### src/rtl/invz_bus_arbiter_if.sv
// Bus-side signal bundle between the invz arbiter and its driver bank.
//   REQ   : level request per driver (driver-bank control -> arbiter)
//   EN    : one-hot-or-zero enable to invz EN pins (arbiter -> drivers)
//   OWNER : index of the asserted EN bit, 0 when EN is all zero
//   BUSY  : arbiter is in DRIVE or TURN
// master = arbiter side, slave = driver bank / requester side.
interface invz_bus_arbiter_if #(
  parameter int NREQ = 4,
  parameter int OW   = (NREQ > 1) ? $clog2(NREQ) : 1
);
  logic [NREQ-1:0] REQ;
  logic [NREQ-1:0] EN;
  logic [OW-1:0]   OWNER;
  logic            BUSY;

  modport master (input REQ, output EN, output OWNER, output BUSY);
  modport slave  (output REQ, input EN, input OWNER, input BUSY);
endinterface

### src/rtl/invz_bus_arbiter.sv
// Round-robin arbiter for NREQ tri-state inverter drivers sharing one net.
// Guarantees at most one EN high and inserts TURN all-zero cycles between
// owners (break-before-make). All outputs are registered; no REQ->EN path.
// Ports:
//   CLK : clock, rising edge
//   RN  : asynchronous reset, active low
//   bus : invz_bus_arbiter_if.master (REQ in; EN, OWNER, BUSY out)
module invz_bus_arbiter #(
  parameter int NREQ    = 4,
  parameter int TURN    = 1,
  parameter int MAXHOLD = 8,
  parameter int OW      = (NREQ > 1) ? $clog2(NREQ) : 1
) (
  input logic                  CLK,
  input logic                  RN,
  invz_bus_arbiter_if.master   bus
);

  localparam int HW = (MAXHOLD > 0) ? $clog2(MAXHOLD + 1) : 1;
  localparam int TW = $clog2(TURN + 1);
  localparam logic [HW-1:0] HOLD_MAX  = HW'(MAXHOLD);
  localparam logic [HW-1:0] HOLD_LAST = (MAXHOLD > 0) ? HW'(MAXHOLD - 1) : '0;
  localparam logic [TW-1:0] TURN_LAST = TW'(TURN - 1);

  typedef enum logic [1:0] {
    ST_IDLE,
    ST_DRIVE,
    ST_TURN
  } state_t;

  state_t          state;
  logic [NREQ-1:0] en_q;
  logic [OW-1:0]   owner_q;
  logic            busy_q;
  logic [OW-1:0]   ptr;
  logic [HW-1:0]   holdcnt;
  logic [TW-1:0]   turncnt;

  logic            win_valid;
  logic [OW-1:0]   win_idx;
  logic [NREQ-1:0] win_onehot;
  logic [OW-1:0]   ptr_next;
  logic            own_req;
  logic            others_req;
  logic            release_now;
  int unsigned     cand;

  // Rotating priority search starting at ptr, wrapping modulo NREQ.
  always_comb begin
    win_valid  = 1'b0;
    win_idx    = '0;
    win_onehot = '0;
    cand       = 0;
    for (int unsigned i = 0; i < NREQ; i++) begin
      cand = ptr + i;
      if (cand >= NREQ) cand = cand - NREQ;
      if (!win_valid && bus.REQ[cand[OW-1:0]]) begin
        win_valid = 1'b1;
        win_idx   = cand[OW-1:0];
      end
    end
    if (win_valid) win_onehot[win_idx] = 1'b1;
  end

  assign ptr_next   = (win_idx == OW'(NREQ - 1)) ? '0 : win_idx + 1'b1;
  assign own_req    = |(bus.REQ & en_q);
  assign others_req = |(bus.REQ & ~en_q);
  // holdcnt saturates at MAXHOLD, so ">=" keeps a requester that shows up
  // after saturation able to preempt a long-running owner.
  assign release_now = !own_req ||
                       ((MAXHOLD != 0) && (holdcnt >= HOLD_LAST) && others_req);

  always_ff @(posedge CLK or negedge RN) begin
    if (!RN) begin
      state   <= ST_IDLE;
      en_q    <= '0;
      owner_q <= '0;
      busy_q  <= 1'b0;
      ptr     <= '0;
      holdcnt <= '0;
      turncnt <= '0;
    end else begin
      case (state)
        ST_IDLE: begin
          if (win_valid) begin
            state   <= ST_DRIVE;
            en_q    <= win_onehot;
            owner_q <= win_idx;
            busy_q  <= 1'b1;
            ptr     <= ptr_next;
            holdcnt <= '0;
          end
        end
        ST_DRIVE: begin
          if (release_now) begin
            state   <= ST_TURN;
            en_q    <= '0;
            owner_q <= '0;
            turncnt <= '0;
          end else if (holdcnt != HOLD_MAX) begin
            holdcnt <= holdcnt + 1'b1;
          end
        end
        ST_TURN: begin
          if (turncnt == TURN_LAST) begin
            if (win_valid) begin
              state   <= ST_DRIVE;
              en_q    <= win_onehot;
              owner_q <= win_idx;
              ptr     <= ptr_next;
              holdcnt <= '0;
            end else begin
              state  <= ST_IDLE;
              busy_q <= 1'b0;
            end
          end else begin
            turncnt <= turncnt + 1'b1;
          end
        end
        default: begin
          state   <= ST_IDLE;
          en_q    <= '0;
          owner_q <= '0;
          busy_q  <= 1'b0;
        end
      endcase
    end
  end

  assign bus.EN    = en_q;
  assign bus.OWNER = owner_q;
  assign bus.BUSY  = busy_q;

endmodule
### src/flat_wrapper.sv
// flat-port wrapper written by rule: the top's interface ports become plain ports
module invz_bus_arbiter_flat 
#(
  parameter int NREQ    = 4,
  parameter int TURN    = 1,
  parameter int MAXHOLD = 8,
  parameter int OW      = (NREQ > 1) ? $clog2(NREQ) : 1
)
  (CLK, RN, bus_REQ, bus_EN, bus_OWNER, bus_BUSY);
  invz_bus_arbiter_if #(.NREQ(NREQ), .OW(OW)) bus_i ();
  input logic CLK;
  input logic RN;
  input wire logic [$bits(bus_i.REQ)-1:0] bus_REQ;
  output wire logic [$bits(bus_i.EN)-1:0] bus_EN;
  output wire logic [$bits(bus_i.OWNER)-1:0] bus_OWNER;
  output wire logic [$bits(bus_i.BUSY)-1:0] bus_BUSY;
  assign bus_i.REQ = bus_REQ;
  assign bus_EN = bus_i.EN;
  assign bus_OWNER = bus_i.OWNER;
  assign bus_BUSY = bus_i.BUSY;
  invz_bus_arbiter #(.NREQ(NREQ), .TURN(TURN), .MAXHOLD(MAXHOLD), .OW(OW)) u_core (.CLK(CLK), .RN(RN), .bus(bus_i));
endmodule
### config.mk
export PLATFORM = sky130hd
export DESIGN_NAME = invz_bus_arbiter_flat
export DESIGN_NICKNAME = d
export VERILOG_FILES = /design/src/rtl/invz_bus_arbiter_if.sv /design/src/rtl/invz_bus_arbiter.sv /design/src/flat_wrapper.sv
export SDC_FILE = /design/constraint.sdc
export NUM_CORES = 1
export LEC_CHECK = 0
export ABC_AREA = 1
export CELL_PAD_IN_SITES_DETAIL_PLACEMENT = 1
export CELL_PAD_IN_SITES_GLOBAL_PLACEMENT = 1
export CORE_ASPECT_RATIO = 0.5
export CORE_MARGIN = 5
export CORE_UTILIZATION = 34
export DETAILED_ROUTE_END_ITERATION = 16
export PLACE_DENSITY_LB_ADDON = 0.1
export SLEW_MARGIN = 0
export SYNTH_ARGS = -nofsm -noshare
export SYNTH_HDL_FRONTEND = slang
export SYNTH_SLANG_ARGS = --single-unit
### constraint.sdc
create_clock -name CLK -period 2 [get_ports CLK]
set_clock_uncertainty 0.2 [all_clocks]
set_input_delay 0.3 -clock CLK [delete_from_list [all_inputs] [get_ports CLK]]
set_output_delay 0.3 -clock CLK [all_outputs]
set_load 0.03 [all_outputs]
* Word level (Yosys, flattened, before mapping)
Cells that the tools add are included.
Storage, ports and cells: input bits 6, logic and storage cells 115, bits in read-only memories 0, latch bits 0, memories 0, RAM bits 0, register bits 16, output and inout bits 7
Operators by class: multiply operators 0, add/subtract/negate cells 10, order comparisons 11, divide/modulo/power cells 0, equality and inequality tests 10, bitwise operators 4, multiplexer cells 51, shift operators 0, reduce and logical (&&, ||, !) cells 22
Operators with widths (count):
- 2-bit two-way mux | 17
- 4-bit two-way mux | 7
- 4-bit case mux with 3 select lines | 2
- 2-bit by 3-bit less-than comparator with 1-bit output, second input constant | 5
- 1-bit two-way mux | 15
- 2-bit case mux with 3 select lines | 2
- 3-bit >= comparator, second input constant | 3
- 4-bit AND | 2
- 1-bit binary-select mux with 2-bit select | 4
- 4-bit AND reduction | 2
- 4-bit OR reduction | 2
- 2-bit by 1-bit subtractor with 2-bit output, second input constant | 4
- 2-bit by 2-bit adder with 3-bit output, second input constant | 2
- 2-bit by 1-bit inequality test with 1-bit output, second input constant | 3
- 2-bit inequality test, second input constant | 3
- 2-bit AND reduction | 3
- 1-bit logical AND | 5
- 4-bit by 1-bit adder with 4-bit output, second input constant | 1
- 2-bit equality test, second input constant | 2
- 4-bit by 3-bit >= comparator with 1-bit output, second input constant | 1
- 1-bit logical NOT | 4
- 4-bit inequality test, second input constant | 1
- 4-bit inverter | 1
- 2-bit case mux with 2 select lines | 1
- 15 further kinds | 16

* Longest topological paths before layout
Gate-level depths: netlist (run 1).
depth in word-level cells 21, mapped depth 15, mapped depth without buffers 14

* Worst setup path after synthesis (run 1)
Ideal clock, no wire load.
path kind register -> register, from register u_core.ptr[0], to register u_core.ptr[1], required time 1.679 ns, slack 0.111 ns, arrival 1.568 ns, period minus slack after synthesis 1.889 ns, stages on the path, launching flop included 13, cell sequence dfrtp_1 buf_6 inv_6 nand2_1 nand3_1 nand2_2 nor2_4 nand3_2 nand2_1 inv_1 ha_1 nand2_1 o21ai_1
On the way: word-level cells in the longest chain between the ends 19, elaborated cells between the ends (all ways) 43
Ends and longest elaborated chain:
- start, declared | RTL line invz_bus_arbiter.sv:35 | logic [OW-1:0] ptr;
- start signal, assigned | RTL line invz_bus_arbiter.sv:90 | ptr <= ptr_next;
- start signal, assigned | RTL line invz_bus_arbiter.sv:110 | ptr <= ptr_next;
- branches (longest 13 deep; another with 2-bit by 1-bit adder with 3-bit output)
- 2-bit two-way mux (*) | RTL line invz_bus_arbiter.sv:57 | if (!win_valid && bus.REQ[cand[OW-1:0]]) begin
- 2-bit by 1-bit adder with 2-bit output / 2-bit equality test (equally long branches) | RTL line invz_bus_arbiter.sv:65 | assign ptr_next = (win_idx == OW'(NREQ - 1)) ? '0 : win_idx + 1'b1;
- 2-bit two-way mux (*) | RTL line invz_bus_arbiter.sv:65
- named net u_core.ptr_next[1] | RTL line invz_bus_arbiter.sv:42 | logic [OW-1:0] ptr_next;
- 2-bit two-way mux (*) | RTL line invz_bus_arbiter.sv:85, invz_bus_arbiter.sv:106
- 2-bit two-way mux | RTL line invz_bus_arbiter.sv:105 | if (turncnt == TURN_LAST) begin
- 2-bit case mux with 2 select lines (*) | RTL line invz_bus_arbiter.sv:83 | case (state)
Mark *: on every way through the listed nets, which the timed path passes. The select of a mux whose other input is x is not followed. A chain may end at the register's enable or synchronous reset.

* Worst setup path after layout (run 1)
from register u_core.ptr[0], to register u_core.en_q[0] (netlist: u_core.bus.EN[0])
On the way: word-level cells in the longest chain between the ends 21, elaborated cells between the ends (all ways) 45
Ends and longest elaborated chain:
- branches (longest 18 deep; another with 2-bit by 1-bit adder with 3-bit output)
- 4-bit two-way mux (*) | RTL line invz_bus_arbiter.sv:85, invz_bus_arbiter.sv:106
- 4-bit two-way mux | RTL line invz_bus_arbiter.sv:105
- 4-bit case mux with 3 select lines (*) | RTL line invz_bus_arbiter.sv:83
- end signal, assigned | RTL line invz_bus_arbiter.sv:87 | en_q <= win_onehot;
- end signal, assigned | RTL line invz_bus_arbiter.sv:108 | en_q <= win_onehot;
- end, declared | RTL line invz_bus_arbiter.sv:32 | logic [NREQ-1:0] en_q;
Mark *: on every way between the ends. The select of a mux whose other input is x is not followed.

==> out/results.ini, run 1 <==
[floorplanning]
coreArea_sq_um=3010
die-area_sq_um=4450
row_count=14
die_y_um=49.7
chipWidth_um=89.4
initial_core_util=0.356
ios=13

[worst_setup_path]
r2r_cells=14
start_kind=flop
endpoint=u_core.bus.EN[0]
critPathLaunch=u_core.ptr[0]
arrival_ps=1980
ff2ff_setup_slack_ps=-30
r2r_end=u_core.bus.EN[0]
worstPathMaxFanout=8
cp.required_ps=1940
cp-end-kind=flop
r2r_start=u_core.ptr[0]
criticalPathCategory=reg -> reg

[place]
port_buffers=12
dp_slack_ps=-399
hpwl_um=2260
dp_cells=225
place.gp.congestion=0.811

[drt]
drt_iter0_markers=30
dr_wl_met2_um=1490
wl_met1_um=1470
drc_errors=0
ant_nets=0
via_count=1083
firstDrtPassIters=4
wl_met3_um=52
wl_per_cell_um=12.9
top_layer_used=met4
wl_um=3050
via_per_inst=4.59

[sta]
max_slew_margin=0.787
slew_viol_final=0
setup-tns-final_ps=-67.4
hold_viol_final=0
worstMarginPinSlew_ps=318
setup_viol=3
period_share=1.02
rsz0062_at_grt=yes
fin_crit_ps=2030
setup_ws_ps=-32.3
fmax_mhz=492

[power]
peakVddDrop_mv=0.703
p_leak_nw=0.830
power.total_mw=2.84
cellPowerDensity_nw_per_um2=1850

[synth]
synth_seq_cells=15
synthFlopType=dfrtp_1
yosys.area.top_type=dfrtp_1
synthTopCellsByArea=dfrtp_1, nand2_1, inv_1
seq_area_frac_synth=0.350
syn_nets=170
synth_async_sr_flop_share=1.00
yosys_warnings=0
synth_edf_count=0
synth_cell_types=23
syn_area_sq_um=1070
synth.avg_cell_area_sq_um=6.79
synth_common_cells=nand2_1, inv_1, dfrtp_1, nand3_1, nor2_1
netlist.area_leader.share=0.350
synth_cells=158
post-synth-top-count-cell=nand2_1

[cts]
hold_buffers=0
cts_tree=yes
clockBufferDepth=2
clock_sinks=15
root_buffer=clkbuf_8
clock_latency_ps=250
numCtsBuffers=3
ctsHtreeMaxLevel=1
clkTransAtPathRegs_ps=60

[grt]
grt_pass1_wl_um=5240
antenna_found_initial=0
gr-total-overflow=0
grt_use_total=0.154
first_global_vias=1118
grt_max_degree=16

[status]
status=finished, violations left
violations=setup timing

[hold_path]
hp-class=in -> async

[job]
max-cap-violations=0

[finish]
final_cells=236
diodes=0
drive_gt1_frac=0.296
area_growth_pct=42.9
num-nets-final=209
final_core_util=0.509
fillers=415

## registers in the layout, summed over array words and instances, names as in the netlist
register / count
u_core.ptr: 2
u_core.bus.OWNER: 2
u_core.holdcnt: 4
u_core.bus.EN: 4
u_core.bus.BUSY: 1
u_core.state: 2
## repair_timing
item,4_1_cts,5_1_grt
gates resized for setup,21,8
pin swaps,10,2
setup buffers,6,1
setup endpoints to repair,7,14
## layout make-up
cell class	count	area (sq um)	area share
Tap cell	40	50.0	0.0327
Inverter	24	100	0.0653
Clock buffer	4	45.0	0.0294
Sequential cell	15	378	0.247
Multi-Input combinational cell	118	672	0.438
Timing Repair Buffer	35	288	0.188
## per-stage QoR
stage | hold slack [ps] | instance area (sq um)
final | 174 | 1530
after global routing | 174 | 1530
after CTS | 170 | 1500
after detailed placement | 272 | 1350
after global placement | 265 | 1350
after floorplan | -196 | 1070
## layer usage
metal / up-vias / global-route usage
met5: - / 0
met4: 0 / 0.0446
met3: 4 / 0.0300
met2: 7 / 0.258
met1: 511 / 0.201
li1: 561 / -
## power by group
part | total [mW] | switching (mW) | internal (mW)
Sequential | 0.531 | 0.106 | 0.425
Clock | 0.247 | 0.106 | 0.141
Combinational | 2.06 | 1.21 | 0.849
Total | 2.84 | 1.42 | 1.42
## cells in the final DEF, fill, tap and decap left out, types with 5 or more instances in the layout
cell type	instances
ha_1	5
nand2_1	54
inv_1	18
nand3_2	5
nor2_1	11
nand3_1	10
nand2_2	12
clkdlybuf4s50_1	8
buf_4	23
dfrtp_1	13
## critical path, cell delays in order (launching register included)
cell and delay (ps):
dfrtp_2 490, inv_6 100, nand2_1 90, nand3_1 110, nand2_2 80, nand3_2 70
nand2_1 50, nand2_1 70, nand2_2 70, inv_2 70, nand2_2 60, buf_4 140
ha_1 190, nand2_1 90, nand2_1 50
## worst min-delay path by stage
stage | start | end | slack, ps | cells after the start
after floorplan | RN | u_core.bus.BUSY | -200 | 0
after global placement | u_core.bus.OWNER[0] | u_core.bus.OWNER[0] | 270 | 2
after detailed placement | u_core.bus.OWNER[0] | u_core.bus.OWNER[0] | 270 | 2
after CTS | RN | u_core.holdcnt[3] | 170 | 2
after global routing | RN | u_core.holdcnt[3] | 170 | 2
final | RN | u_core.bus.EN[2] | 170 | 2
## logic make-up after synthesis
kind of cell | Yosys count | synth area share
AO/OA/AOI/OAI | 6 | 0.0280
adder cells (fa/ha/maj) | 6 | 0.0700
flip-flops | 15 | 0.350
XOR/XNOR | 1 | 0.00817
AND/OR/NAND/NOR | 105 | 0.440
buffers and inverters | 25 | 0.104
No activity file was read; power rests on OpenSTA's default activity.
==> inputs of run 2 (changes only) <==
- SKIP_CTS_REPAIR_TIMING: default -> 1
==> run 2 against run 1 <==
  * Non-clock buffer count down 1
  * Global-route usage fell by 1.1 points
  * Sequential share of layout area down 1.9 points
  * Final cell count stayed put
  * Sequential cell count is the same
  * The run still ends with setup timing left
==> out/results.ini, run 2 (synthesis gave the netlist of run 1 again) <==
[worst_setup_path]
path_cells=clkinv_4 -> nand2_4 -> nand2_4 -> nand2_4 -> nand2_4 -> nor2_4 -> nand3_2 -> nand3_2 -> nand2_2 -> inv_2 -> ha_4 -> nand2_2 -> o21ai_2
arrival_ps=2030  ; +50 ps
start_kind=flop
criticalPathCategory=reg -> reg
worst_path_most_repeated_cell=nand2_4
crit_slowest_cell=dfrtp_2
worstPathMaxFanout=8  ; unchanged
cp.required_ps=1940  ; about the same
critPathTopFamily=simple AND/OR/NAND/NOR gates
worst-path-buf-inv=2  ; -1
critPathMaxStageDelay_ps=470  ; -20 ps
cp-end-kind=flop

[finish]
final_core_util=0.551  ; +0.0428
drive_gt1_frac=0.393  ; +0.0969
num-nets-final=209  ; unchanged
diodes=0  ; unchanged
fillers=380  ; -8.4%
area_growth_pct=55.0
final_cell_mix=nand2_1, buf_4, inv_1, nand2_2, dfrtp_1
layout_commonest_cell=nand2_1

[sta]
setup_viol=5  ; +2
period_share=1.04  ; +0.0273
max_slew_margin=0.741  ; -0.0458
rsz0062_at_grt=yes
setup-tns-final_ps=-149  ; -81.5 ps
hold_viol_final=0  ; unchanged
fmax_mhz=479  ; -2.6%
fin_crit_ps=2090  ; +54.7 ps
slew_viol_final=0  ; unchanged
worstMarginPinSlew_ps=387  ; +69.3 ps
setup_ws_ps=-87.0  ; -54.7 ps

[power]
p_leak_nw=0.906  ; +9.2%
cellPowerDensity_nw_per_um2=1890  ; +2.3%
peakVddDrop_mv=0.736  ; +4.7%

[drt]
drt_iter0_markers=18  ; -40%
via_count=1095  ; +1.1%
ant_nets=0  ; unchanged
firstDrtPassIters=3  ; -1
via_per_inst=4.64  ; +1.1%
wl_um=3290  ; +7.9%
wl_per_cell_um=13.9  ; +7.9%
drc_errors=0  ; unchanged

[cts]
clockBufferDepth=2  ; unchanged
root_buffer=clkbuf_8
clkTransAtPathRegs_ps=60  ; about the same
clock_latency_ps=250  ; about the same
cts_tree=yes
ctsHtreeMaxLevel=1  ; unchanged
clock_sinks=15  ; unchanged
numCtsBuffers=3  ; unchanged

[floorplanning]
coreArea_sq_um=3010  ; unchanged
initial_core_util=0.356  ; unchanged
row_count=14  ; unchanged
chipWidth_um=89.4  ; unchanged
ios=13  ; unchanged
die-area_sq_um=4450  ; unchanged
die_y_um=49.7  ; unchanged

[place]
place.gp.congestion=0.811  ; unchanged
port_buffers=12  ; unchanged
hpwl_um=2260  ; unchanged

[grt]
antenna_found_initial=0  ; unchanged
grt_max_degree=16  ; unchanged
grt_pass1_wl_um=4870  ; -7.0%
first_global_vias=1063  ; -4.9%
grt_use_total=0.143  ; -0.0111
gr-total-overflow=0  ; unchanged

[status]
violations=setup timing
status=finished, violations left

[hold_path]
hp-class=in -> async

[job]
max-cap-violations=0  ; unchanged

-- run 2: cell types whose count changed in the layout (fill, tap and decap cells not counted), moves of 2 or more --
cell / delta
o21ai_1: -2
nand3_2: +4
nand2_4: +7
nand3_1: -4
nand2_1: -11
nor2_1: -2
buf_4: -3
nor2_2: +2
nand2_2: +5
inv_6: -2
dlygate4sd2_1: -4
dlymetal6s2s_1: +4
-- run 2: where the power goes --
| group | leakage (nW) | total [mW] | internal (mW) | switching, mW |
|---|---|---|---|---|
| Clock | 0.0228 | 0.247 | 0.141 | 0.106 |
| Sequential | 0.191 | 0.527 | 0.426 | 0.101 |
| Combinational | 0.692 | 2.37 | 0.972 | 1.40 |
-- run 2: stage by stage --
step	hold slack (ps)	total power [mW]	area [sq um]	setup slack, ps	instances
after floorplan	-196	1.61	1070	111	158
after global placement	265	2.19	1350	-345	225
after detailed placement	272	2.22	1350	-399	225
after CTS	170	2.50	1400	-137	229
after global routing	174	3.44	1660	-213	236
final	174	3.15	1660	-87.0	236
-- run 2: final timing paths --
| path | startpoint | depth (start not counted) | to | slack (ps) |
|---|---|---|---|---|
| setup / recovery | u_core.ptr[0] | 13 | u_core.ptr[1] | -90 |
| hold / removal | RN | 2 | u_core.bus.EN[2] | 170 |
| setup reg to reg | u_core.ptr[0] | 13 | u_core.ptr[1] | -90 |
| hold reg to reg | u_core.bus.OWNER[0] | 2 | u_core.bus.OWNER[0] | 290 |
| max in group asynchronous | RN | 2 | u_core.ptr[1] | 1230 |
| min in group CLK | u_core.bus.OWNER[0] | 2 | u_core.bus.OWNER[0] | 290 |
-- run 2: area by class of cell --
class / count / area [sq um] / share of cell area
multi-input combinational: 119 / 772 / 0.465
sequential: 15 / 378 / 0.227
timing repair buffer: 34 / 312 / 0.188
inverter: 24 / 105 / 0.0633
tap: 40 / 50.0 / 0.0301
clock buffer: 4 / 45.0 / 0.0271
-- run 2: layer usage --
layer  up-vias  track usage  wire length, um
met4         0       0.0446               63
met2         8        0.227             1640
met5         -            0                0
met1       517        0.194             1540
met3         6       0.0300               40
li1        564            -                -
-- run 2: worst reg2reg max path, stage by stage, from the launching register on --
cell	delay [ps]
dfrtp_2	470
clkinv_4	160
nand2_4	100
nand2_4	60
nand2_4	90
nand2_4	50
nor2_4	200
nand3_2	90
nand3_2	80
nand2_2	80
inv_2	90
ha_4	200
nand2_2	50
o21ai_2	50
